[src/rtl/abscmd_encoder_pkg.sv]
// Shared types, constants and instruction-word builders for the abstract-command encoder.
// Every word the encoder emits is built by the functions at the bottom of this package.
package abscmd_encoder_pkg;

    typedef enum logic [2:0] {
        ST_IDLE         = 3'd0,
        ST_XFER         = 3'd1,
        ST_XFER_WAIT    = 3'd2,
        ST_PROGBUF      = 3'd3,
        ST_PROGBUF_WAIT = 3'd4,
        ST_RESP         = 3'd5
    } state_e;

    localparam logic [6:0]  OPC_SYSTEM = 7'h73;
    localparam logic [2:0]  F3_CSRRW   = 3'b001;
    localparam logic [2:0]  F3_CSRRS   = 3'b010;
    localparam logic [4:0]  REG_X0     = 5'd0;
    localparam logic [4:0]  REG_X1     = 5'd1;

    localparam logic [31:0] INSTR_EBREAK = 32'h0010_0073;
    localparam logic [31:0] FMV_D_X      = 32'hF200_8053;
    localparam logic [31:0] FMV_W_X      = 32'hF000_8053;
    localparam logic [31:0] FMV_X_D      = 32'hE200_00D3;
    localparam logic [31:0] FMV_X_W      = 32'hE000_00D3;

    localparam logic [15:0] REGNO_FIRST = 16'h1000;
    localparam logic [15:0] REGNO_LAST  = 16'h103F;
    localparam logic [3:0]  PB_LAST_IDX = 4'd15;

    localparam logic [2:0]  CMDERR_NONE          = 3'd0;
    localparam logic [2:0]  CMDERR_NOT_SUPPORTED = 3'd2;
    localparam logic [2:0]  CMDERR_EXCEPTION     = 3'd3;

    typedef struct packed {
        state_e        state;
        logic [15:0]   regno;
        logic          write;
        logic          postexec;
        logic [2:0]    aarsize;
        logic [511:0]  progbuf;
        logic [1:0]    step;
        logic [3:0]    pb_idx;
        logic          instr_valid;
        logic [31:0]   instr;
        logic          progbuf_ena;
        logic          resp_valid;
        logic [2:0]    cmderr;
    } regs_t;

    localparam regs_t REGS_RESET = '{
        state:       ST_IDLE,
        regno:       16'h0,
        write:       1'b0,
        postexec:    1'b0,
        aarsize:     3'h0,
        progbuf:     512'h0,
        step:        2'h0,
        pb_idx:      4'h0,
        instr_valid: 1'b0,
        instr:       32'h0,
        progbuf_ena: 1'b0,
        resp_valid:  1'b0,
        cmderr:      3'h0
    };

    function automatic logic [31:0] csr_instr(input logic [11:0] csr, input logic [4:0] rs1,
                                              input logic [2:0] f3, input logic [4:0] rd);
        return {csr, rs1, f3, rd, OPC_SYSTEM};
    endfunction

    // csrrw x0, csr, rs1 : push a GPR into a CSR
    function automatic logic [31:0] csrrw_from(input logic [11:0] csr, input logic [4:0] rs1);
        return csr_instr(csr, rs1, F3_CSRRW, REG_X0);
    endfunction

    // csrrs rd, csr, x0 : pull a CSR into a GPR
    function automatic logic [31:0] csrrs_to(input logic [4:0] rd, input logic [11:0] csr);
        return csr_instr(csr, REG_X0, F3_CSRRS, rd);
    endfunction

    function automatic logic [31:0] fmv_to_fpr(input logic [4:0] fd, input logic w32);
        return (w32 ? FMV_W_X : FMV_D_X) | {20'h0, fd, 7'h0};
    endfunction

    function automatic logic [31:0] fmv_to_gpr(input logic [4:0] fs, input logic w32);
        return (w32 ? FMV_X_W : FMV_X_D) | {12'h0, fs, 15'h0};
    endfunction

    function automatic logic regno_supported(input logic [15:0] regno, input logic [2:0] aarsize);
        return (regno >= REGNO_FIRST) && (regno <= REGNO_LAST) &&
               ((aarsize == 3'd2) || (aarsize == 3'd3));
    endfunction

    // GPR transfers are one word; FPR transfers borrow x1 and take four
    function automatic logic is_last_step(input logic [15:0] regno, input logic [1:0] step);
        return regno[5] ? (step == 2'd3) : 1'b1;
    endfunction

    function automatic logic [31:0] xfer_word(input logic [15:0] regno, input logic write,
                                              input logic [2:0] aarsize, input logic [1:0] step,
                                              input logic [11:0] csr_data, input logic [11:0] csr_save);
        logic [4:0]  n;
        logic        w32;
        logic [31:0] word;
        n   = regno[4:0];
        w32 = (aarsize == 3'd2);
        if (!regno[5]) begin
            word = write ? csrrs_to(n, csr_data) : csrrw_from(csr_data, n);
        end else begin
            case (step)
                2'd0:    word = csrrw_from(csr_save, REG_X1);
                2'd1:    word = write ? csrrs_to(REG_X1, csr_data) : fmv_to_gpr(n, w32);
                2'd2:    word = write ? fmv_to_fpr(n, w32) : csrrw_from(csr_data, REG_X1);
                default: word = csrrs_to(REG_X1, csr_save);
            endcase
        end
        return word;
    endfunction

    function automatic logic [31:0] progbuf_word(input logic [511:0] pb, input logic [3:0] idx);
        return pb[32 * int'(idx) +: 32];
    endfunction

endpackage

[src/rtl/abscmd_encoder.sv]
// Turns a debug abstract command into a stream of RISC-V instruction words, optionally
// followed by the program buffer, and reports completion with a one-cycle response.
//
// state           | meaning
// ----------------+--------------------------------------------------------------
// ST_IDLE         | ready for a command
// ST_XFER         | transfer word presented, waiting for i_instr_ready
// ST_XFER_WAIT    | transfer word accepted, waiting for retire or exception
// ST_PROGBUF      | program-buffer word presented, waiting for i_instr_ready
// ST_PROGBUF_WAIT | program-buffer word accepted, waiting for retire or exception
// ST_RESP         | one-cycle completion pulse with cmderr
module abscmd_encoder
    import abscmd_encoder_pkg::*;
#(
    parameter logic [11:0] CSR_DSCRATCH0 = 12'h7B2,
    parameter logic [11:0] CSR_DSCRATCH1 = 12'h7B3
) (
    input  logic          i_clk,
    input  logic          i_nrst,
    input  logic          i_cmd_valid,
    output logic          o_cmd_ready,
    input  logic [15:0]   i_regno,
    input  logic          i_write,
    input  logic          i_transfer,
    input  logic          i_postexec,
    input  logic [2:0]    i_aarsize,
    input  logic [511:0]  i_progbuf,
    output logic          o_instr_valid,
    input  logic          i_instr_ready,
    output logic [31:0]   o_instr,
    output logic          o_progbuf_ena,
    input  logic          i_instr_retired,
    input  logic          i_instr_exception,
    output logic          o_resp_valid,
    output logic [2:0]    o_cmderr
);

    regs_t r;

    assign o_cmd_ready   = (r.state == ST_IDLE);
    assign o_instr_valid = r.instr_valid;
    assign o_instr       = r.instr;
    assign o_progbuf_ena = r.progbuf_ena;
    assign o_resp_valid  = r.resp_valid;
    assign o_cmderr      = r.cmderr;

    always_ff @(posedge i_clk or negedge i_nrst) begin
        if (!i_nrst) begin
            r <= REGS_RESET;
        end else begin
            case (r.state)
                ST_IDLE: begin
                    if (i_cmd_valid) begin
                        r.regno       <= i_regno;
                        r.write       <= i_write;
                        r.postexec    <= i_postexec;
                        r.aarsize     <= i_aarsize;
                        r.progbuf     <= i_progbuf;
                        r.step        <= 2'd0;
                        r.pb_idx      <= 4'd0;
                        r.cmderr      <= CMDERR_NONE;
                        r.progbuf_ena <= 1'b0;
                        if (i_transfer) begin
                            if (!regno_supported(i_regno, i_aarsize)) begin
                                r.cmderr     <= CMDERR_NOT_SUPPORTED;
                                r.resp_valid <= 1'b1;
                                r.state      <= ST_RESP;
                            end else begin
                                r.instr       <= xfer_word(i_regno, i_write, i_aarsize, 2'd0,
                                                           CSR_DSCRATCH0, CSR_DSCRATCH1);
                                r.instr_valid <= 1'b1;
                                r.state       <= ST_XFER;
                            end
                        end else if (i_postexec) begin
                            r.instr       <= progbuf_word(i_progbuf, 4'd0);
                            r.instr_valid <= 1'b1;
                            r.progbuf_ena <= 1'b1;
                            r.state       <= ST_PROGBUF;
                        end else begin
                            r.resp_valid <= 1'b1;
                            r.state      <= ST_RESP;
                        end
                    end
                end

                ST_XFER, ST_PROGBUF: begin
                    if (i_instr_ready) begin
                        r.instr_valid <= 1'b0;
                        r.state       <= (r.state == ST_XFER) ? ST_XFER_WAIT : ST_PROGBUF_WAIT;
                    end
                end

                ST_XFER_WAIT: begin
                    // An exception wins even if the retire pulse arrives in the same cycle
                    if (i_instr_exception) begin
                        r.cmderr     <= CMDERR_EXCEPTION;
                        r.resp_valid <= 1'b1;
                        r.state      <= ST_RESP;
                    end else if (i_instr_retired) begin
                        if (!is_last_step(r.regno, r.step)) begin
                            r.step        <= r.step + 2'd1;
                            r.instr       <= xfer_word(r.regno, r.write, r.aarsize, r.step + 2'd1,
                                                       CSR_DSCRATCH0, CSR_DSCRATCH1);
                            r.instr_valid <= 1'b1;
                            r.state       <= ST_XFER;
                        end else if (r.postexec) begin
                            r.pb_idx      <= 4'd0;
                            r.instr       <= progbuf_word(r.progbuf, 4'd0);
                            r.instr_valid <= 1'b1;
                            r.progbuf_ena <= 1'b1;
                            r.state       <= ST_PROGBUF;
                        end else begin
                            r.resp_valid <= 1'b1;
                            r.state      <= ST_RESP;
                        end
                    end
                end

                ST_PROGBUF_WAIT: begin
                    if (i_instr_exception) begin
                        r.cmderr      <= CMDERR_EXCEPTION;
                        r.resp_valid  <= 1'b1;
                        r.progbuf_ena <= 1'b0;
                        r.state       <= ST_RESP;
                    end else if (i_instr_retired) begin
                        if ((r.instr == INSTR_EBREAK) || (r.pb_idx == PB_LAST_IDX)) begin
                            r.resp_valid  <= 1'b1;
                            r.progbuf_ena <= 1'b0;
                            r.state       <= ST_RESP;
                        end else begin
                            r.pb_idx      <= r.pb_idx + 4'd1;
                            r.instr       <= progbuf_word(r.progbuf, r.pb_idx + 4'd1);
                            r.instr_valid <= 1'b1;
                            r.state       <= ST_PROGBUF;
                        end
                    end
                end

                ST_RESP: begin
                    r.resp_valid  <= 1'b0;
                    r.progbuf_ena <= 1'b0;
                    r.step        <= 2'd0;
                    r.pb_idx      <= 4'd0;
                    r.state       <= ST_IDLE;
                end

                default: r <= REGS_RESET;
            endcase
        end
    end

endmodule

[config.mk]
export PLATFORM = sky130hd
export DESIGN_NAME = abscmd_encoder
export DESIGN_NICKNAME = d
export VERILOG_FILES = /design/src/rtl/abscmd_encoder_pkg.sv /design/src/rtl/abscmd_encoder.sv
export SDC_FILE = /design/constraint.sdc
export NUM_CORES = 1
export LEC_CHECK = 0
export ABC_AREA = 1
export ABC_CLOCK_PERIOD_IN_PS = 3100
export CORE_MARGIN = 4
export CORE_UTILIZATION = 35
export CTS_CLUSTER_DIAMETER = 150
export DETAILED_ROUTE_END_ITERATION = 10
export PLACE_DENSITY = 0.54
export SYNTH_ARGS = -nofsm -noshare
export SYNTH_HDL_FRONTEND = slang
export SYNTH_SLANG_ARGS = --single-unit
[constraint.sdc]
create_clock -name i_clk -period 3.1 [get_ports i_clk]
set_clock_uncertainty 0.1 [all_clocks]
set_input_delay 0.62 -clock i_clk [delete_from_list [all_inputs] [get_ports i_clk]]
set_output_delay 0.62 -clock i_clk [all_outputs]
set_load 0.005 [all_outputs]
Word level (Yosys, flattened, before mapping) --
Index checks and enable logic that the tools add are counted.
Word-level totals: bits of input ports 540, register bits after elaboration 570, logic and storage cells 134, output and inout bits 39
Cells by class: bitwise logic cells 7, $add $sub $neg 2, shifts and indexed selects 1, reduce and logical (&&, ||, !) cells 20, $lt $le $gt $ge 2, muxes and demuxes 55, equal/unequal tests 34
Operators by type and width (count):
- $pmux W523 S2 | 1
- $mux W580 | 1
- $shiftx A512 B10 Y32 | 1
- $pmux W32 S4 | 1
- $mux W33 | 3
- $mux W32 | 3
- $pmux W32 S3 | 1
- $mux W37 | 2
- $mux W26 | 2
- $mux W3 | 14
- $mux W41 | 1
- $mux W20 | 2
- $mux W40 | 1
- $mux W39 | 1
- $mux W38 | 1
- $mux W34 | 1
- $eq A32 B21 Y1 const B | 1
- $or A32 B12 Y32 | 1
- $or A32 B20 Y32 | 1
- $ne A3 B3 Y1 const B | 8
- $mux W21 | 1
- $ne A2 B2 Y1 const B | 10
- $reduce_and A9 Y1 | 2
- $ge A16 B13 Y1 const B | 1
- other kinds (36) | 60

Depth between registers and ports, before layout --
depth in word-level cells 10, gate-level depth with buffers 13, depth with buffers taken out 13

Least setup slack after synthesis --
OpenSTA, ideal clock, no wires.
path type register to register, start reg r[38] (netlist bit), end reg r, in the netlist o_instr[31], cell stages (with the launch flop) 12, slack 1015 ps, period minus slack after synthesis 2085 ps, library setup time 83 ps, buffers on the path 3, arrival time 1902 ps, data required time 2917 ps, cell sequence dfrtp_1 > ha_1 > buf_2 > inv_2 > buf_2 > buf_1 > o211ai_1 > nand3_1 > nand3_1 > nand2_1 > nor2_1 > o21ai_0
Between the ends: word-level cells in the longest chain between the ends 6, elaborated cells on any way between the ends 10, classes of those cells add/sub (1); eq/ne (2); shift (1); mux (4); reduce/logical (2)
RTL lines:
- start, declared | RTL line abscmd_encoder.sv:38 | regs_t r;
- $add A4 B1 Y4 | RTL line abscmd_encoder.sv:132 | r.instr <= progbuf_word(r.progbuf, r.pb_idx + 4'd1);
- $shiftx A512 B10 Y32 | RTL line abscmd_encoder_pkg.sv:121 | return pb[32 * int'(idx) +: 32];
- $mux W37 | RTL line abscmd_encoder.sv:126 | if ((r.instr == INSTR_EBREAK) || (r.pb_idx == PB_LAST_IDX)) begin
- $mux W39 | RTL line abscmd_encoder.sv:125 | end else if (i_instr_retired) begin
- $mux W37 | RTL line abscmd_encoder.sv:120 | if (i_instr_exception) begin
- $pmux W32 S4 | RTL line abscmd_encoder.sv:51 | case (r.state)
Parallel ways exist; a longest one is shown, timed or not. The select of a mux whose other input is x is not followed. A chain may end at the register's enable or synchronous reset.

Final worst setup path --
start reg r[579] (netlist bit), end out o_cmd_ready
Between the ends: word-level cells in the longest chain between the ends 1
RTL lines:
- $logic_not A3 Y1 | RTL line abscmd_encoder.sv:40 | assign o_cmd_ready = (r.state == ST_IDLE);
- end, declared | RTL line abscmd_encoder.sv:21 | output logic o_cmd_ready,
Every way passes these cells.

==> qor_table.md <==
| Group | Quantity | This run |
|:---|:---|:---|
| status | Run status | complete, no violations |
| synth | Mapped Area | 29300 um2 |
| worst setup path | Buffers and inverters on the worst path | 2 |
| drt | Residual DRC | 0 |
| clock network | Clock Latency Late Sink | 600 ps |
| sta | Final critical delay including setup and external delays | 3010 ps |
| worst setup path | Critical Path Start Type | flip-flop |
| grt | Maximum number of pins on one net before global-route repair | 174 |
| hold path | Type of the worst min-delay path | in2reg |
| worst setup path | Slowest cell on the critical path | clkdlybuf4s50_1 |
| synth | Async set-or-reset flop fraction in the synthesized netlist | 100% |
| power and ir drop | Sw Pwr | 15.8 mW |
| place | IO Port Bufs | 577 |
| sta | Total negative slack | 0 ps |
| die | FP Rows | 105 |
| clock network | CTS tree | done |
| clock network | Register clock-pin slew on the reported worst setup and hold paths | 60 ps |
| synth | Leading area contributor after synthesis | dfrtp_1 |
| sta | Worst max-slew margin expressed relative to the limit | 39.9% |
| power and ir drop | Sw Ratio | 43.9% |
| grt | Global routing usage summed across all routing layers | 28.6% |
| power and ir drop | Proportion of power drawn by flip-flops and latches | 31.8% |
| clock network | Maximum number of buffers from clock root to sink | 3 |
| grt | Via count of the first global-routing pass | 28500 |
| sta | Final Slew Violations | 0 |
| sta | Final hold vios | 0 |
| layout | Fraction of layout instances using a drive strength above 1 | 4.99% |
| worst setup path | CP delay by family, top | buffers and inverters |
| synth | Number of enable-type register cells in the synthesized netlist | 0 |
| die | Vertical die dimension | 297 um |
| synth | Yosys warnings | 0 |
| synth | Synth Flop Type | dfrtp_1 |
| sta | Worst-Margin Slew | 902 ps |
| worst setup path | Arrival time reported for the critical path endpoint | 2290 ps |
| die | Die W | 297 um |
| clock network | Setup Fix Bufs, Post-CTS | 0 |
| power and ir drop | Leakage | 17.6 nW |
| die | Die outline area | 88400 um2 |
| sta | Crit share post-route | 97.0% |
| clock network | Sink count of the clock tree | 569 |
| drt | Remaining number of nets flagged by the antenna check after routing | 0 |
| die | Starting utilization of the core area | 35.5% |
| power and ir drop | Clock group share of total power | 22.1% |
| drt | Avg Vias per Cell | 5.33 |
| drt | Average detailed-routed wire length per instance | 24.0 um |
| synth | Number of distinct library cells after synthesis | 34 |
| synth | Dominant cells by area after synthesis | dfrtp_1, nand3_1, nand2_1 |
| power and ir drop | Worst IR Drop VDD | 0.539 mV |
| worst setup path | Cell-by-cell trace of the critical path | nor2_2 > nand2_4 > inv_12 > clkdlybuf4s50_1 |
| clock network | Total number of H-tree levels | 3 |
| grt | Remaining global-route overflow | 0 |
| clock network | Clock Tree Root | clkbuf_16 |
| drt | Detailed-routing iteration count for the pre-antenna-repair pass | 8 |
| synth | Total nets after synthesis | 4423 |
| drt | Total wirelength of the detailed-routed design | 130000 um |
| clock network | Total CTS buffers | 67 |
| layout | Fin util | 46.5% |
| die | Core region area | 82500 um2 |
| drt | Initial DRC count | 3071 |
| synth | Most used standard cell by instance count after synthesis | nand3_1 |
| synth | Leading post-synthesis cells by instance count | nand3_1, nand2_1, dfrtp_1 |
| power and ir drop | P_int | 20.2 mW |
| die | Ports | 579 |
| layout | Cell area after layout | 38300 um2 |
| sta | Final setup vio count | 0 |
| worst setup path | Longest individual stage delay on the worst path | 540 ps |
| sta | Max Clk Rate | 332 MHz |
| place | Detailed Place HPWL | 95100 um |
| worst setup path | Required arrival time at the worst endpoint | 2380 ps |
| synth | Number of instances in the synthesized netlist | 3878 |
| drt | Via count | 28900 |
| layout | Area added between synthesis and finish | 30.8% |
| grt | Initial antenna violation count | 21 |
| grt | First-pass GRT wire length | 192000 um |
| worst setup path | Crit path max fanout | 14 |
| synth | Top cell type's share of synthesized area | 48.6% |
| layout | Final-stage net count | 4828 |
| worst setup path | Critical path type | reg2out |
| synth | Synthesized flop and latch total | 569 |
| synth | Sequential element share of the synthesized area | 48.6% |
| power and ir drop | Logic gate share of total power | 46.1% |
| worst setup path | Kind of end point of the critical path | primary output |
| power and ir drop | Pwr/cell area | 937 nW/um2 |
| job | Max Cap Violations | 0 |
| place | Routability-driven placement congestion ratio | 0.941 |
| synth | Avg Cell Area, Syn | 7.56 um2 |
| place | Cell Area, Placed | 36100 um2 |
-- state kept, by name, summed over array words and instances, names as in the netlist --
name,count
o_progbuf_ena,1
o_instr,32
r,532
o_cmderr,2
o_resp_valid,1
o_instr_valid,1
-- placed cells by master, fill, tap and decap left out, drive strengths merged, types with 6 or more instances in the layout --
cell type	netlist	routed
a211oi	6	6
a21oi	80	80
a22oi	7	7
buf	133	95
clkbuf	203	104
clkdlybuf4s50	0	575
clkinv	1	9
dfrtp	569	569
diode	0	14
inv	483	485
nand2	759	759
nand3	869	869
nor2	74	74
o211ai	60	60
o21ai	588	588
o22ai	21	21
-- layer usage --
metal,GRT usage (%),up-vias,share of wire (%)
met5,0,-,0.037
met4,10.3,8,3.5
met3,4.92,175,7.2
met2,44.0,1198,45
met1,40.5,13900,44
li1,-,13500,-
-- area by class of cell --
cell class	instances	area [um2]
Antenna cell	14	35.0
Clock buffer	104	2020
Clock inverter	11	143
Fill cell	8236	44200
Inverter	484	1840
Multi-Input combinational cell	2489	11800
Sequential cell	569	14200
Tap cell	1070	1340
Timing Repair Buffer	671	6920
Timing Repair inverter	1	8.76
-- metrics by stage --
| stage | cells | setup slack [ps] | total power, mW | hold WS [ps] |
|---|---|---|---|---|
| finish | 5413 | 91.8 | 35.9 | 239 |
| global placement | 5282 | 421 | 27.7 | 366 |
| CTS | 5398 | 13.2 | 35.9 | 202 |
| detailed placement | 5282 | 385 | 27.9 | 370 |
| global route | 5411 | -6.79 | 38.4 | 229 |
| floorplan | 3878 | 1020 | 21.5 | 224 |
-- power by group through the flow --
stage | sequential [mW] | clock, mW | combinational [mW]
floorplan | 11.1 | 0 | 10.3
global placement | 11.5 | 0 | 16.2
detailed placement | 11.5 | 0 | 16.3
CTS | 11.4 | 8.07 | 16.4
global route | 11.7 | 8.36 | 18.3
finish | 11.4 | 7.93 | 16.6
-- tightest hold or removal path, cell delays in order --
cell and delay [ps]:
buf_8 140, nand3_1 90, nand2_1 50
-- final timing paths --
check | start | to | slack, ps | depth (start not counted)
setup / recovery | r[579] | o_cmd_ready | 90 | 4
hold / removal | i_cmd_valid | r[58] | 240 | 3
setup reg to reg | r[38] | o_instr[14] | 450 | 12
hold reg to reg | o_instr_valid | o_instr_valid | 380 | 2
max in group asynchronous | i_nrst | r[323] | 1460 | 4
min in group asynchronous | i_nrst | r[241] | 490 | 2
-- timing repair --
item | 4_1_cts | 5_1_grt
setup endpoints to repair | 1 | 1
hold buffers | 1 | 0
pin swaps | 0 | 0
gates cloned | 0 | 1
hold endpoints to repair | 45 | 0
resized for setup | 1 | 1
-- kinds of logic (layout without fill, tap and decap cells) --
logic type | count (synthesis) | in the layout | synth area share (%)
compound gates | 764 | 764 | 13.8
xor+xnor | 2 | 2 | 0.0598
simple gates | 1717 | 1717 | 25.9
buf+inv | 820 | 1271 | 11.4
fa+ha+maj | 5 | 5 | 0.213
other cells | 1 | 15 | 0.0128
flops | 569 | 569 | 48.6
No activity file was read; power rests on OpenSTA's default activity.
